<file path="src/rtl/i2c_pkg.sv">
// Shared types and constants for the I2C target register port.
package i2c_pkg;

  localparam logic [6:0]  DEV_ADDR_DFLT = 7'h70;
  localparam int unsigned NUM_REGS_DFLT = 12;
  localparam int unsigned BYTE_W        = 8;
  localparam int unsigned BIT_CNT_W     = 3;

  localparam logic I2C_ACK = 1'b0;
  localparam logic I2C_NAK = 1'b1;

  typedef enum logic [3:0] {
    IDLE    = 4'd0,
    DEVADDR = 4'd1,
    DEVACK  = 4'd2,
    SUBADDR = 4'd3,
    SUBACK  = 4'd4,
    WRDATA  = 4'd5,
    WRACK   = 4'd6,
    RDDATA  = 4'd7,
    RDACK   = 4'd8,
    IGNORE  = 4'd9
  } state_t;

endpackage

</file>
<file path="src/rtl/i2c_target_regs_if.sv">
// Register-bank side bus of the I2C target: pointer, write data/strobe, read data.
interface i2c_target_regs_if;
  import i2c_pkg::*;

  logic [BYTE_W-1:0] reg_addr;
  logic [BYTE_W-1:0] reg_wdata;
  logic              reg_we;
  logic [BYTE_W-1:0] reg_rdata;

  modport master (output reg_addr, output reg_wdata, output reg_we, input reg_rdata);
  modport slave  (input reg_addr, input reg_wdata, input reg_we, output reg_rdata);
endinterface

</file>
<file path="src/rtl/i2c_line_sync.sv">
// Pad-line synchroniser with level and edge outputs.
// Define I2C_GLITCH_FILTER_EN to add a 3-sample majority filter (2 clk extra latency).
module i2c_line_sync (
  input  logic clk,
  input  logic rst,
  input  logic din,
  output logic lvl,
  output logic rise_c,
  output logic fall_c
);

  // Idle-high reset so a freshly reset block sees no bus events.
  logic [1:0] sync_q;
  logic       lvl_d_q;

  always_ff @(posedge clk) begin
    if (rst) sync_q <= 2'b11;
    else     sync_q <= {sync_q[0], din};
  end

`ifdef I2C_GLITCH_FILTER_EN
  logic [1:0] hist_q;
  logic       filt_q;

  // Majority of the current and two previous synced samples.
  always_ff @(posedge clk) begin
    if (rst) begin
      hist_q <= 2'b11;
      filt_q <= 1'b1;
    end else begin
      hist_q <= {hist_q[0], sync_q[1]};
      filt_q <= (sync_q[1] & hist_q[0]) | (sync_q[1] & hist_q[1]) | (hist_q[0] & hist_q[1]);
    end
  end

  assign lvl = filt_q;
`else
  assign lvl = sync_q[1];
`endif

  always_ff @(posedge clk) begin
    if (rst) lvl_d_q <= 1'b1;
    else     lvl_d_q <= lvl;
  end

  assign rise_c = lvl & ~lvl_d_q;
  assign fall_c = ~lvl & lvl_d_q;

endmodule

</file>
<file path="src/rtl/i2c_target_regs.sv">
// I2C target with auto-incrementing 8-bit sub-address pointer onto a register bank.
// Optional I2C_GLITCH_FILTER_EN enables majority filtering of SCL/SDA in i2c_line_sync.
module i2c_target_regs
  import i2c_pkg::*;
#(
  parameter logic [6:0]  DEV_ADDR = DEV_ADDR_DFLT,
  parameter int unsigned NUM_REGS = NUM_REGS_DFLT
) (
  input  logic clk,
  input  logic rst,
  input  logic scl_in,
  input  logic sda_in,
  output logic sda_oe,
  output logic busy,
  i2c_target_regs_if.master reg_bus
);

  localparam logic [BYTE_W:0] NUM_REGS_W = (BYTE_W+1)'(NUM_REGS);

  logic scl_lvl, scl_rise_c, scl_fall_c;
  logic sda_lvl, sda_rise_c, sda_fall_c;

  i2c_line_sync u_scl_sync (
    .clk(clk), .rst(rst), .din(scl_in),
    .lvl(scl_lvl), .rise_c(scl_rise_c), .fall_c(scl_fall_c)
  );

  i2c_line_sync u_sda_sync (
    .clk(clk), .rst(rst), .din(sda_in),
    .lvl(sda_lvl), .rise_c(sda_rise_c), .fall_c(sda_fall_c)
  );

  // SCL must be steadily high; an SDA edge coinciding with an SCL edge is data.
  logic start_c, stop_c;
  assign start_c = sda_fall_c & scl_lvl & ~scl_rise_c;
  assign stop_c  = sda_rise_c & scl_lvl & ~scl_rise_c;

  state_t                state_q, state_d;
  logic [BIT_CNT_W-1:0]  cnt_q, cnt_d;
  logic [BYTE_W-1:0]     sh_q, sh_d;
  logic [BYTE_W-1:0]     rd_q, rd_d;
  logic                  rw_q, rw_d;
  logic                  ph_q, ph_d;
  logic                  oe_d, busy_d, we_d;
  logic [BYTE_W-1:0]     addr_d, wdata_d;
  logic [BYTE_W-1:0]     byte_c, rd_byte_c;
  logic                  addr_impl_c;

  assign byte_c      = {sh_q[BYTE_W-2:0], sda_lvl};
  assign addr_impl_c = {1'b0, reg_bus.reg_addr} < NUM_REGS_W;
  assign rd_byte_c   = addr_impl_c ? reg_bus.reg_rdata : '0;

  always_ff @(posedge clk) begin
    if (rst) begin
      state_q           <= IDLE;
      cnt_q             <= '0;
      sh_q              <= '0;
      rd_q              <= '0;
      rw_q              <= 1'b0;
      ph_q              <= 1'b0;
      sda_oe            <= 1'b0;
      busy              <= 1'b0;
      reg_bus.reg_addr  <= '0;
      reg_bus.reg_wdata <= '0;
      reg_bus.reg_we    <= 1'b0;
    end else begin
      state_q           <= state_d;
      cnt_q             <= cnt_d;
      sh_q              <= sh_d;
      rd_q              <= rd_d;
      rw_q              <= rw_d;
      ph_q              <= ph_d;
      sda_oe            <= oe_d;
      busy              <= busy_d;
      reg_bus.reg_addr  <= addr_d;
      reg_bus.reg_wdata <= wdata_d;
      reg_bus.reg_we    <= we_d;
    end
  end

  // ph_q: in ACK states, set once the ACK is driven; in RDACK, set once the host ACKed.
  always_comb begin
    state_d = state_q;
    cnt_d   = cnt_q;
    sh_d    = sh_q;
    rd_d    = rd_q;
    rw_d    = rw_q;
    ph_d    = ph_q;
    oe_d    = sda_oe;
    busy_d  = busy;
    addr_d  = reg_bus.reg_addr;
    wdata_d = reg_bus.reg_wdata;
    we_d    = 1'b0;

    if (stop_c) begin
      state_d = IDLE;
      oe_d    = 1'b0;
      busy_d  = 1'b0;
    end else if (start_c) begin
      state_d = DEVADDR;
      cnt_d   = '0;
      ph_d    = 1'b0;
      oe_d    = 1'b0;
      busy_d  = 1'b1;
    end else begin
      case (state_q)
        IDLE, IGNORE: oe_d = 1'b0;

        DEVADDR: if (scl_rise_c) begin
          sh_d  = byte_c;
          cnt_d = cnt_q + BIT_CNT_W'(1);
          if (cnt_q == '1) begin
            ph_d = 1'b0;
            if (byte_c[BYTE_W-1:1] == DEV_ADDR) begin
              state_d = DEVACK;
              rw_d    = byte_c[0];
            end else begin
              state_d = IGNORE;
              busy_d  = 1'b0;
            end
          end
        end

        DEVACK, SUBACK, WRACK: if (scl_fall_c) begin
          if (!ph_q) begin
            oe_d = 1'b1;
            ph_d = 1'b1;
            if (state_q == WRACK) addr_d = reg_bus.reg_addr + BYTE_W'(1);
          end else begin
            ph_d  = 1'b0;
            cnt_d = '0;
            oe_d  = 1'b0;
            if (state_q == DEVACK && rw_q) begin
              state_d = RDDATA;
              rd_d    = rd_byte_c;
              oe_d    = ~rd_byte_c[BYTE_W-1];
            end else if (state_q == DEVACK) begin
              state_d = SUBADDR;
            end else begin
              state_d = WRDATA;
            end
          end
        end

        SUBADDR, WRDATA: if (scl_rise_c) begin
          sh_d  = byte_c;
          cnt_d = cnt_q + BIT_CNT_W'(1);
          if (cnt_q == '1) begin
            ph_d = 1'b0;
            if (state_q == SUBADDR) begin
              addr_d  = byte_c;
              state_d = SUBACK;
            end else begin
              wdata_d = byte_c;
              we_d    = addr_impl_c;
              state_d = WRACK;
            end
          end
        end

        RDDATA: begin
          if (scl_rise_c) begin
            cnt_d = cnt_q + BIT_CNT_W'(1);
            if (cnt_q == '1) begin
              state_d = RDACK;
              ph_d    = 1'b0;
            end
          end else if (scl_fall_c) begin
            rd_d = {rd_q[BYTE_W-2:0], 1'b0};
            oe_d = ~rd_q[BYTE_W-2];
          end
        end

        RDACK: begin
          if (scl_fall_c && !ph_q) begin
            oe_d   = 1'b0;
            addr_d = reg_bus.reg_addr + BYTE_W'(1);
          end else if (scl_rise_c && !ph_q) begin
            if (sda_lvl == I2C_NAK) begin
              state_d = IGNORE;
              busy_d  = 1'b0;
            end else begin
              ph_d = 1'b1;
            end
          end else if (scl_fall_c) begin
            state_d = RDDATA;
            cnt_d   = '0;
            ph_d    = 1'b0;
            rd_d    = rd_byte_c;
            oe_d    = ~rd_byte_c[BYTE_W-1];
          end
        end

        default: begin
          state_d = IDLE;
          oe_d    = 1'b0;
          busy_d  = 1'b0;
        end
      endcase
    end
  end

endmodule

</file>
<file path="src/flat_wrapper.sv">
// flat-port wrapper written by rule: the top's interface ports become plain ports
module i2c_target_regs_flat import i2c_pkg::*;
#(
  parameter logic [6:0]  DEV_ADDR = DEV_ADDR_DFLT,
  parameter int unsigned NUM_REGS = NUM_REGS_DFLT
)
  (clk, rst, scl_in, sda_in, sda_oe, busy, reg_bus_reg_addr, reg_bus_reg_wdata, reg_bus_reg_we, reg_bus_reg_rdata);
  i2c_target_regs_if reg_bus_i ();
  input  logic clk;
  input  logic rst;
  input  logic scl_in;
  input  logic sda_in;
  output logic sda_oe;
  output logic busy;
  output wire logic [$bits(reg_bus_i.reg_addr)-1:0] reg_bus_reg_addr;
  output wire logic [$bits(reg_bus_i.reg_wdata)-1:0] reg_bus_reg_wdata;
  output wire logic [$bits(reg_bus_i.reg_we)-1:0] reg_bus_reg_we;
  input wire logic [$bits(reg_bus_i.reg_rdata)-1:0] reg_bus_reg_rdata;
  assign reg_bus_reg_addr = reg_bus_i.reg_addr;
  assign reg_bus_reg_wdata = reg_bus_i.reg_wdata;
  assign reg_bus_reg_we = reg_bus_i.reg_we;
  assign reg_bus_i.reg_rdata = reg_bus_reg_rdata;
  i2c_target_regs #(.DEV_ADDR(DEV_ADDR), .NUM_REGS(NUM_REGS)) u_core (.clk(clk), .rst(rst), .scl_in(scl_in), .sda_in(sda_in), .sda_oe(sda_oe), .busy(busy), .reg_bus(reg_bus_i));
endmodule
</file>
<file path="config.mk">
export PLATFORM = sky130hd
export DESIGN_NAME = i2c_target_regs_flat
export DESIGN_NICKNAME = d
export VERILOG_FILES = /design/src/rtl/i2c_pkg.sv /design/src/rtl/i2c_target_regs_if.sv /design/src/rtl/i2c_line_sync.sv /design/src/rtl/i2c_target_regs.sv /design/src/flat_wrapper.sv
export SDC_FILE = /design/constraint.sdc
export NUM_CORES = 1
export LEC_CHECK = 0
export ABC_AREA = 1
export BUFFER_PORTS_ARGS = -buffer_cell sky130_fd_sc_hd__buf_2
export CORE_UTILIZATION = 58
export DETAILED_ROUTE_END_ITERATION = 16
export PLACE_DENSITY = 0.75
export SLEW_MARGIN = 20
export SYNTH_ARGS = -nofsm -noshare
export SYNTH_HDL_FRONTEND = slang
export SYNTH_HIERARCHICAL = 1
export SYNTH_SLANG_ARGS = --single-unit
</file>
<file path="constraint.sdc">
create_clock -name clk -period 2.38 [get_ports clk]
set_input_delay 0.119 -clock clk [delete_from_list [all_inputs] [get_ports clk]]
set_output_delay 0.119 -clock clk [all_outputs]
set_load 0.01 [all_outputs]
</file>
### Word level (Yosys, flattened, before mapping)

Cells that the tools add are included.

| storage, ports and cells | value |
|---|---|
| flip-flop bits (word level) | 48 |
| input port bits | 12 |
| output and inout port bits | 19 |
| word-level logic and storage cells | 194 |

| cells by class | value |
|---|---|
| add/sub/neg operators | 2 |
| magnitude comparators | 1 |
| equal/unequal tests | 54 |
| muxes and demuxes | 71 |
| bitwise operators | 22 |
| reduce and logical (&&, ||, !) cells | 28 |

Operators with widths:

| operator | number |
|---|---|
| $mux 8 | 8 |
| $mux 4 | 14 |
| $mux 7 | 8 |
| $ne 3x1->1 const B | 14 |
| $ne 2x1->1 const B | 16 |
| $mux 1 | 25 |
| $mux 3 | 8 |
| $pmux 4 s6 | 1 |
| $pmux 8 s3 | 1 |
| $reduce_and 12->1 | 2 |
| $pmux 7 s3 | 1 |
| $reduce_and 6->1 | 3 |
| $eq 4x3->1 const B | 4 |
| $reduce_and 8->1 | 2 |
| $ne 3x2->1 const B | 5 |
| $not 1->1 | 14 |
| $reduce_and 11->1 | 1 |
| $reduce_and 10->1 | 1 |
| $pmux 3 s3 | 1 |
| $reduce_or 3->1 | 3 |
| $add 8x1->8 const B | 1 |
| $and 1x1->1 | 8 |
| $eq 4x2->1 const B | 2 |
| $eq 4x4->1 const B | 2 |
| 23 further kinds | 33 |

### Longest topological paths before layout

Gate-level depths: netlist (run 1).

| depth | value |
|---|---|
| word-level depth | 7 |
| depth in mapped cells | 13 |
| gate-level depth less buffers | 13 |

### By module

The synthesis (run 1) kept the hierarchy.

Modules (own cells, without submodules):

| module | instances | cells an instance | area an instance (µm²) | sequential area each (µm²) |
|---|---|---|---|---|
| i2c_target_regs | 1 | 391 | 2468.6 | 840.8 |
| i2c_line_sync | 2 | 13 | 97.6 | 60.1 |

### Worst setup path after synthesis (run 1)

No wires, ideal clock.

| timing path | value |
|---|---|
| kind | register to register |
| from | register u_core.u_scl_sync.sync_q[1] |
| to | register u_core.reg_bus.reg_addr[3] |
| setup time | 0.132 ns |
| arrival time | 1.666 ns |
| data required time | 2.248 ns |
| setup slack | 0.582 ns |
| cell stages (with the launch flop) | 12 |
| period minus slack after synthesis | 1.798 ns |
| cells stage by stage | dfxtp_1 inv_1 nor2_1 inv_1 nand3_1 inv_1 nor2_1 o211ai_1 nor2_2 nand2_2 nand2_1 a21oi_1 |

| between the ends | value |
|---|---|
| longest elaborated chain between the ends | 5 |
| elaborated cells on any way between the ends | 15 |
| those cells by class | eq/ne (3); bitwise (10); reduce/logical (2) |

Ends and longest elaborated chain:

| element | RTL line | text |
|---|---|---|
| from (decl) | i2c_line_sync.sv:13 | `logic [1:0] sync_q;` |
| from (signal assigned) | i2c_line_sync.sv:18 | `else sync_q <= {sync_q[0], din};` |
| $and 1x1->1 (*) | i2c_line_sync.sv:46 | `assign rise_c = lvl & ~lvl_d_q;` |
| named net u_core.scl_rise_c | i2c_target_regs.sv:20 | `logic scl_lvl, scl_rise_c, scl_fall_c;` |
| $not 1->1 | i2c_target_regs.sv:35, i2c_target_regs.sv:36 |  |
| $and 1x1->1, on equally long branches | i2c_target_regs.sv:35, i2c_target_regs.sv:36 |  |
| $not 1->1 (no line) | - |  |
| $reduce_and 10->1 (no line) (*) | - |  |
| to (signal assigned) | i2c_target_regs.sv:75 | `reg_bus.reg_addr <= addr_d;` |
| to (decl) | i2c_target_regs_if.sv:10 | `modport master (output reg_addr, output reg_wdata, output reg_we, input reg_rdata);` |

The timed path passes the listed nets; every way through them passes the cells marked *.
A chain may end at the register's enable or synchronous reset.

### Worst setup path in the final report (run 1)

| timing path | value |
|---|---|
| from | register u_core.u_scl_sync.sync_q[1] |
| to | register u_core.reg_bus.reg_addr[5] |

Same word-level chain as after synthesis.

==> results_dict.tcl, run 1 <==
set metrics [dict create \
    post-dp-hpwl_mm 4.84 \
    worstSetupStartpointType "flop" \
    synthMostInstantiatedCell "nand2_1" \
    finalCriticalPeriod_ps 2100 \
    min_to "u_core/rd_q[0]" \
    ff2ff_path_depth 11 \
    drv_slew 0 \
    synthTopCellsByArea "dfxtp_1 36%, nand2_1 16%, nand3_1 10%" \
    firstDrtPassIters 5 \
    leakagePower_nw 1.47 \
    dieWidth_um 69.8 \
    clk_path_buf_depth 2 \
    ys_ff_latch 48 \
    drive_gt1_frac 0.147 \
    fillCellCount 397 \
    r2r-end "u_core/reg_bus.reg_addr[5]" \
    path_cells "inv_1 -> nor2_2 -> inv_1 -> nand3_1 -> inv_1 -> nor2_1 -> o211ai_1 -> nor2_4 -> nand2_2 -> nand2_1 -> a21oi_1" \
    worst_pin_slew_ps 605 \
    hold_viol 0 \
    yosysWarnings 6 \
    rsz0062_at_grt "false" \
    fin_setup_tns_ps 0 \
    antenna_found_initial 0 \
    hold_ws_ps 159 \
    max_freq_ghz 0.477 \
    arrival_ps 2280 \
    grt_usage 0.290 \
    vias 2864 \
    setup_violations 0 \
    root_buffer "clkbuf_8" \
    cts_tree "done" \
    grt_pass1_vias 2641 \
    drt_iter0_drc 241 \
    antenna_left 0 \
    syn_inst 417 \
    design.core.area_um2 4380 \
    area_growth_pct 14.5 \
    finalCritPeriodShare 0.881 \
    hold_path_depth 5 \
    drcViolationCount 0 \
    cts_made_buffers 5 \
    rows 24 \
    synth_common_cells "110 x nand2_1, 54 x nor2_1, 53 x nand3_1" \
    holdCritStartpoint "reg_bus_reg_rdata[0]" \
    endpoint_kind "flop" \
    start_util 0.608 \
    final_util 0.695 \
    place.gp.congestion 1.14 \
    async_reset_ff_frac 0 \
    maxCapViolations 0 \
    wl_mm 6.65 \
    finalNetCount 471 \
    n_antenna_cell 0 \
    min_path_type "input port to flop" \
    layout.cells.non_filler 509 \
    crit_required_ps 2570 \
    clk_pin_slew_ps 100 \
    p_total_mw 1.86 \
    clock_latency_ps 310 \
    status "completed" \
    reg2reg_slack_ps 280 \
    grt_max_degree 22 \
    ys_types 30 \
    die_h_um 69.8 \
    peakVddDrop_mv 0.442 \
    syn_avg_cell_area_um2 6.39 \
    crit_path_frequent_cell "inv_1" \
    synth.net_count 432 \
    crit_buf_inv 3 \
    htreeDepth 2 \
    r2r_start "u_core/u_scl_sync/sync_q[1]" \
    synth_ff_type "dfxtp_1" \
    num_io_pins 31 \
    dp_cells 499 \
    grt_first_pass_wirelength_mm 11.7 \
    criticalPathCategory "flop to flop" \
    cts_sinks 48 \
    portBuffers 30 \
    wl_per_cell_um 13.1 \
    dieArea_um2 4870 \
    fin_skew_ps 6.09 \
    ys_seq_area_frac 0.361 \
    cp_slowest_stage_delay_ps 400 \
    netlist.top_cell.by_area "dfxtp_1" \
    worst_path_dominant_cell_family "simple AND/OR/NAND/NOR gates" \
    synth-edff-count 0 \
    slew_headroom 0.594 \
    gr-total-overflow 0 \
    syn_area_um2 2660 \
    synth.top_cell.area_share 0.361 \
    cpMaxStageDelayCell "dfxtp_1" \
    postCtsSetupRepairBufs 0 \
    viasPerCell 5.63 \
    critPathMaxFanout 10 \
    power_density_nw_per_um2 609 \
]
[logic make-up (layout without fill, tap and decap cells)]
group,count (synthesis),after routing,synth area share
buffers and inverters,52,92,0.0766
DFF,48,48,0.361
adders and majority gates,3,3,0.0141
and+or+nand+nor,243,243,0.402
AOI/OAI and AO/OA,69,69,0.140
xor gates and xnor gates,2,2,0.00658
[report_power, final]
group | switching, mW | internal (mW)
Sequential | 0.0290 | 0.836
Clock | 0.299 | 0.317
Combinational | 0.242 | 0.133
[stage by stage]
step,cell area [um2],worst slack (ps)
global route,3050,34.6
floorplan,2660,582
global placement,2900,150
finish,3050,284
detailed placement,2900,130
CTS,3030,109
[placed cells by master (no fill, tap or decap), types with 5 or more instances in the layout]
cell and instances:
a21oi_1 34, a22oi_1 7, buf_2 30, buf_4 7, clkbuf_8 5, dfxtp_1 48, inv_1 37, inv_2 7
nand2_1 110, nand3_1 53, nand4_1 9, nor2_1 52, nor2_2 5, o21ai_0 17, o21ai_1 6
[per-layer routing]
| layer | wire [um] | global-route usage |
|---|---|---|
| met5 | 0 | 0 |
| met4 | 91 | 0.0822 |
| met3 | 521 | 0.0523 |
| met2 | 3000 | 0.467 |
| met1 | 3030 | 0.397 |
[worst max path at each step]
stage / to / from / cells after the start
finish: u_core/reg_bus.reg_addr[5] / u_core/u_scl_sync/sync_q[1] / 11
global route: u_core/reg_bus.reg_addr[5] / u_core/u_scl_sync/sync_q[1] / 11
CTS: u_core/rd_q[0] / u_core/u_scl_sync/sync_q[1] / 11
detailed placement: u_core/rd_q[0] / u_core/u_scl_sync/sync_q[1] / 11
global placement: u_core/reg_bus.reg_addr[0] / u_core/u_scl_sync/sync_q[1] / 11
floorplan: u_core/reg_bus.reg_addr[3] / u_core/u_scl_sync/sync_q[1] / 11
[state kept, by name (all words and copies together) (netlist names)]
register,count
u_core/rd_q,7
u_core/busy,1
u_core/ph_q,1
u_core/reg_bus.reg_wdata,8
u_core/u_sda_sync/lvl_d_q,1
u_core/u_scl_sync/sync_q,2
u_core/u_scl_sync/lvl_d_q,1
u_core/sda_oe,1
u_core/rw_q,1
u_core/sh_q,7
u_core/cnt_q,3
u_core/reg_bus.reg_we,1
u_core/u_sda_sync/sync_q,2
u_core/reg_bus.reg_addr,8
u_core/state_q,4
[worst reg2reg max path, delay by kind of cell, from the launching register on]
| kind | cells | cell delay [ps] |
|---|---|---|
| AOI/OAI and AO/OA | 2 | 230 |
| buffers and inverters | 3 | 290 |
| DFF | 1 | 400 |
| and+or+nand+nor | 6 | 1060 |
[timing repair]
| action | in CTS | in global routing |
|---|---|---|
| gates resized for setup | 0 | 6 |
| setup endpoints to repair | 0 | 18 |
| endpoints found under the hold margin | 2 | 0 |
| hold buffers | 2 | 0 |
[layout make-up]
cell class	instances	area, um2	area share
flip-flops and latches	48	961	0.315
inverters	45	169	0.0554
multi-input cells	317	1520	0.497
clock buffers	5	68.8	0.0226
clock inverters	3	46.3	0.0152
repair buffers	39	223	0.0730
well taps	52	65.1	0.0213
Power figures use the tool's default switching activity.
==> inputs of run 2 (changes only) <==
--- a/config.mk
+++ b/config.mk
@@ -10,8 +10,8 @@
 export CORE_UTILIZATION = 58
 export DETAILED_ROUTE_END_ITERATION = 16
 export PLACE_DENSITY = 0.75
+export SKIP_LAST_GASP = 1
 export SLEW_MARGIN = 20
 export SYNTH_ARGS = -nofsm -noshare
 export SYNTH_HDL_FRONTEND = slang
-export SYNTH_HIERARCHICAL = 1
 export SYNTH_SLANG_ARGS = --single-unit
==> run 2 against run 1 <==
Compared with the run above:
- via count down 0.66%
- fmax is 9.2% higher
- combinational power rose to 5.7 times the previous value
- area after synthesis rose by 0.85%
==> results_dict.tcl, run 2 <==
set metrics [dict create \
    post_dp_cell_area_um2 2880 \
    min_path_type "input port to flop" \
    path_cells "inv_1 -> nand4_1 -> nand3_1 -> nand2_1 -> a21oi_1 -> nand3_1 -> nand2_1 -> nor2_1" \
    crit_buf_inv 1 \
    worst_path_dominant_cell_family "simple AND/OR/NAND/NOR gates" \
    grt_first_pass_wirelength_mm 11.2 \
    netlist.top_cell.by_area "dfxtp_1" \
    maxCapViolations 0 \
    cts_sinks 48 \
    grt.busiest_layer "met2" \
    slew_headroom 0.558 \
    synth.net_count 452 \
    syn_area_um2 2690 \
    post-dp-hpwl_mm 4.87 \
    dieWidth_um 70.1 \
    worstSetupStartpointType "flop" \
    endpoint_kind "flop" \
    cp_slowest_stage_delay_ps 380 \
    rsz0062_at_grt "false" \
    synth.top_cell.area_share 0.358 \
    place.gp.congestion 0.983 \
    cts_made_buffers 5 \
    drt_iter0_drc 254 \
    ys_ff_latch 48 \
    dp_cells 515 \
    synthMostInstantiatedCell "nand2_1" \
    syn_avg_cell_area_um2 6.15 \
    crit_required_ps 2570 \
    viasPerCell 5.43 \
    synth_ff_type "dfxtp_1" \
    die_h_um 70.1 \
    power_density_nw_per_um2 1300 \
    design_area_um2 3030 \
    clock_latency_ps 300 \
    root_buffer "clkbuf_8" \
    grt_pass1_vias 2517 \
    fin_setup_tns_ps 0 \
    drv_slew 0 \
    largestRegisters "u_core.reg_bus.reg_addr (8), u_core.reg_bus.reg_wdata (8)" \
    cpMaxStageDelayCell "dfxtp_1" \
    setup_violations 0 \
    clk_path_buf_depth 2 \
    layout.cells.non_filler 524 \
    vias 2845 \
    final_common_cell "nand2_1" \
    n_antenna_cell 0 \
    worst_pin_slew_ps 659 \
    num_io_pins 31 \
    start_util 0.609 \
    critPathMaxFanout 8 \
    grt_max_degree 28 \
    drive_gt1_frac 0.127 \
    ys_seq_area_frac 0.358 \
    arrival_ps 2110 \
    dieArea_um2 4910 \
    synthTopCellsByArea "dfxtp_1 36%, nand2_1 16%, nor2_1 12%" \
    finalCritPeriodShare 0.807 \
    design.core.area_um2 4410 \
    portBuffers 30 \
    most-common-layout-cells "116 x nand2_1, 85 x nor2_1, 48 x dfxtp_1, 43 x inv_1, 39 x nand3_1" \
    max_freq_ghz 0.521 \
    area_growth_pct 12.9 \
    p_total_mw 3.93 \
    wl_per_cell_um 12.2 \
    gr-total-overflow 0 \
    async_reset_ff_frac 0 \
    criticalPathCategory "flop to flop" \
    syn_inst 437 \
    grt_util_met1 0.391 \
    fin_skew_ps 9.86 \
    drcViolationCount 0 \
    status "completed" \
    ys_types 30 \
    yosysWarnings 0 \
    rows 24 \
    clk_pin_slew_ps 90 \
    firstDrtPassIters 8 \
    antenna_found_initial 0 \
    synth_common_cells "116 x nand2_1, 85 x nor2_1, 48 x dfxtp_1" \
    cts_tree "done" \
    leakagePower_nw 1.60 \
    finalNetCount 486 \
    hold_viol 0 \
    antenna_left 0 \
    fillCellCount 402 \
    htreeDepth 2 \
    grtUsageMet3 0.0418 \
    finalCriticalPeriod_ps 1920 \
    peakVddDrop_mv 0.869 \
    grtUsageMet2 0.433 \
    postCtsSetupRepairBufs 0 \
    synth-edff-count 0 \
    grt_usage 0.278 \
    wl_mm 6.41 \
]
-- run 2: changes by cell type after synthesis, moves of 5 or more --
cell	change
inv_1	+6
nand3_1	-14
a22oi_1	-7
o21ai_0	+18
nand4_1	-5
nand2_1	+6
or2_2	+5
nor2_1	+31
a21oi_1	-10
-- run 2: metal layers --
metal	vias to the layer above	wire length, um
li1	1450	-
met1	1248	3050
met2	130	2740
met3	17	472
met4	0	151
met5	-	0
-- run 2: metrics by stage --
step                hold WS, ps  worst slack [ps]   util
global placement            301               531  0.653
detailed placement          303               521  0.653
finish                     9.53               460  0.687
CTS                        3.28               499  0.687
global route               1.20               296  0.687
floorplan                   188               886      -
-- run 2: cell type report --
cell class | instances | area [um2] | area share
sequential | 48 | 961 | 0.317
clock buffer | 5 | 68.8 | 0.0227
inverter | 47 | 176 | 0.0582
tap | 52 | 65.1 | 0.0215
multi-input combinational | 334 | 1500 | 0.495
timing repair buffer | 35 | 190 | 0.0627
clock inverter | 3 | 68.8 | 0.0227
-- run 2: final timing paths --
path                                    start                           to  slack (ps)  depth (start not counted)
hold / removal                         sda_in  u_core.u_sda_sync.sync_q[0]          10                          2
setup / recovery  u_core.u_sda_sync.sync_q[1]              u_core.cnt_q[0]         460                          8
hold reg to reg   u_core.u_sda_sync.sync_q[0]  u_core.u_sda_sync.sync_q[1]         420                          1
setup reg to reg  u_core.u_sda_sync.sync_q[1]              u_core.cnt_q[0]         460                          8
-- run 2: what timing repair did --
item	4_1_cts	5_1_grt
hold endpoints to repair	1	0
hold buffers	1	0
resized for setup	0	0
-- run 2: report_power, final --
| part | internal (mW) | switching, mW | total (mW) |
|---|---|---|---|
| registers | 0.968 | 0.135 | 1.10 |
| logic | 0.719 | 1.40 | 2.12 |
| clock network | 0.423 | 0.284 | 0.707 |
-- run 2: kinds of logic (layout without fill, tap and decap cells) --
| kind of cell | Yosys count | in the layout | synth area share |
|---|---|---|---|
| buf+inv | 55 | 90 | 0.0834 |
| fa+ha+maj | 3 | 3 | 0.0140 |
| compound gates | 64 | 64 | 0.121 |
| flops | 48 | 48 | 0.358 |
| simple gates | 267 | 267 | 0.424 |
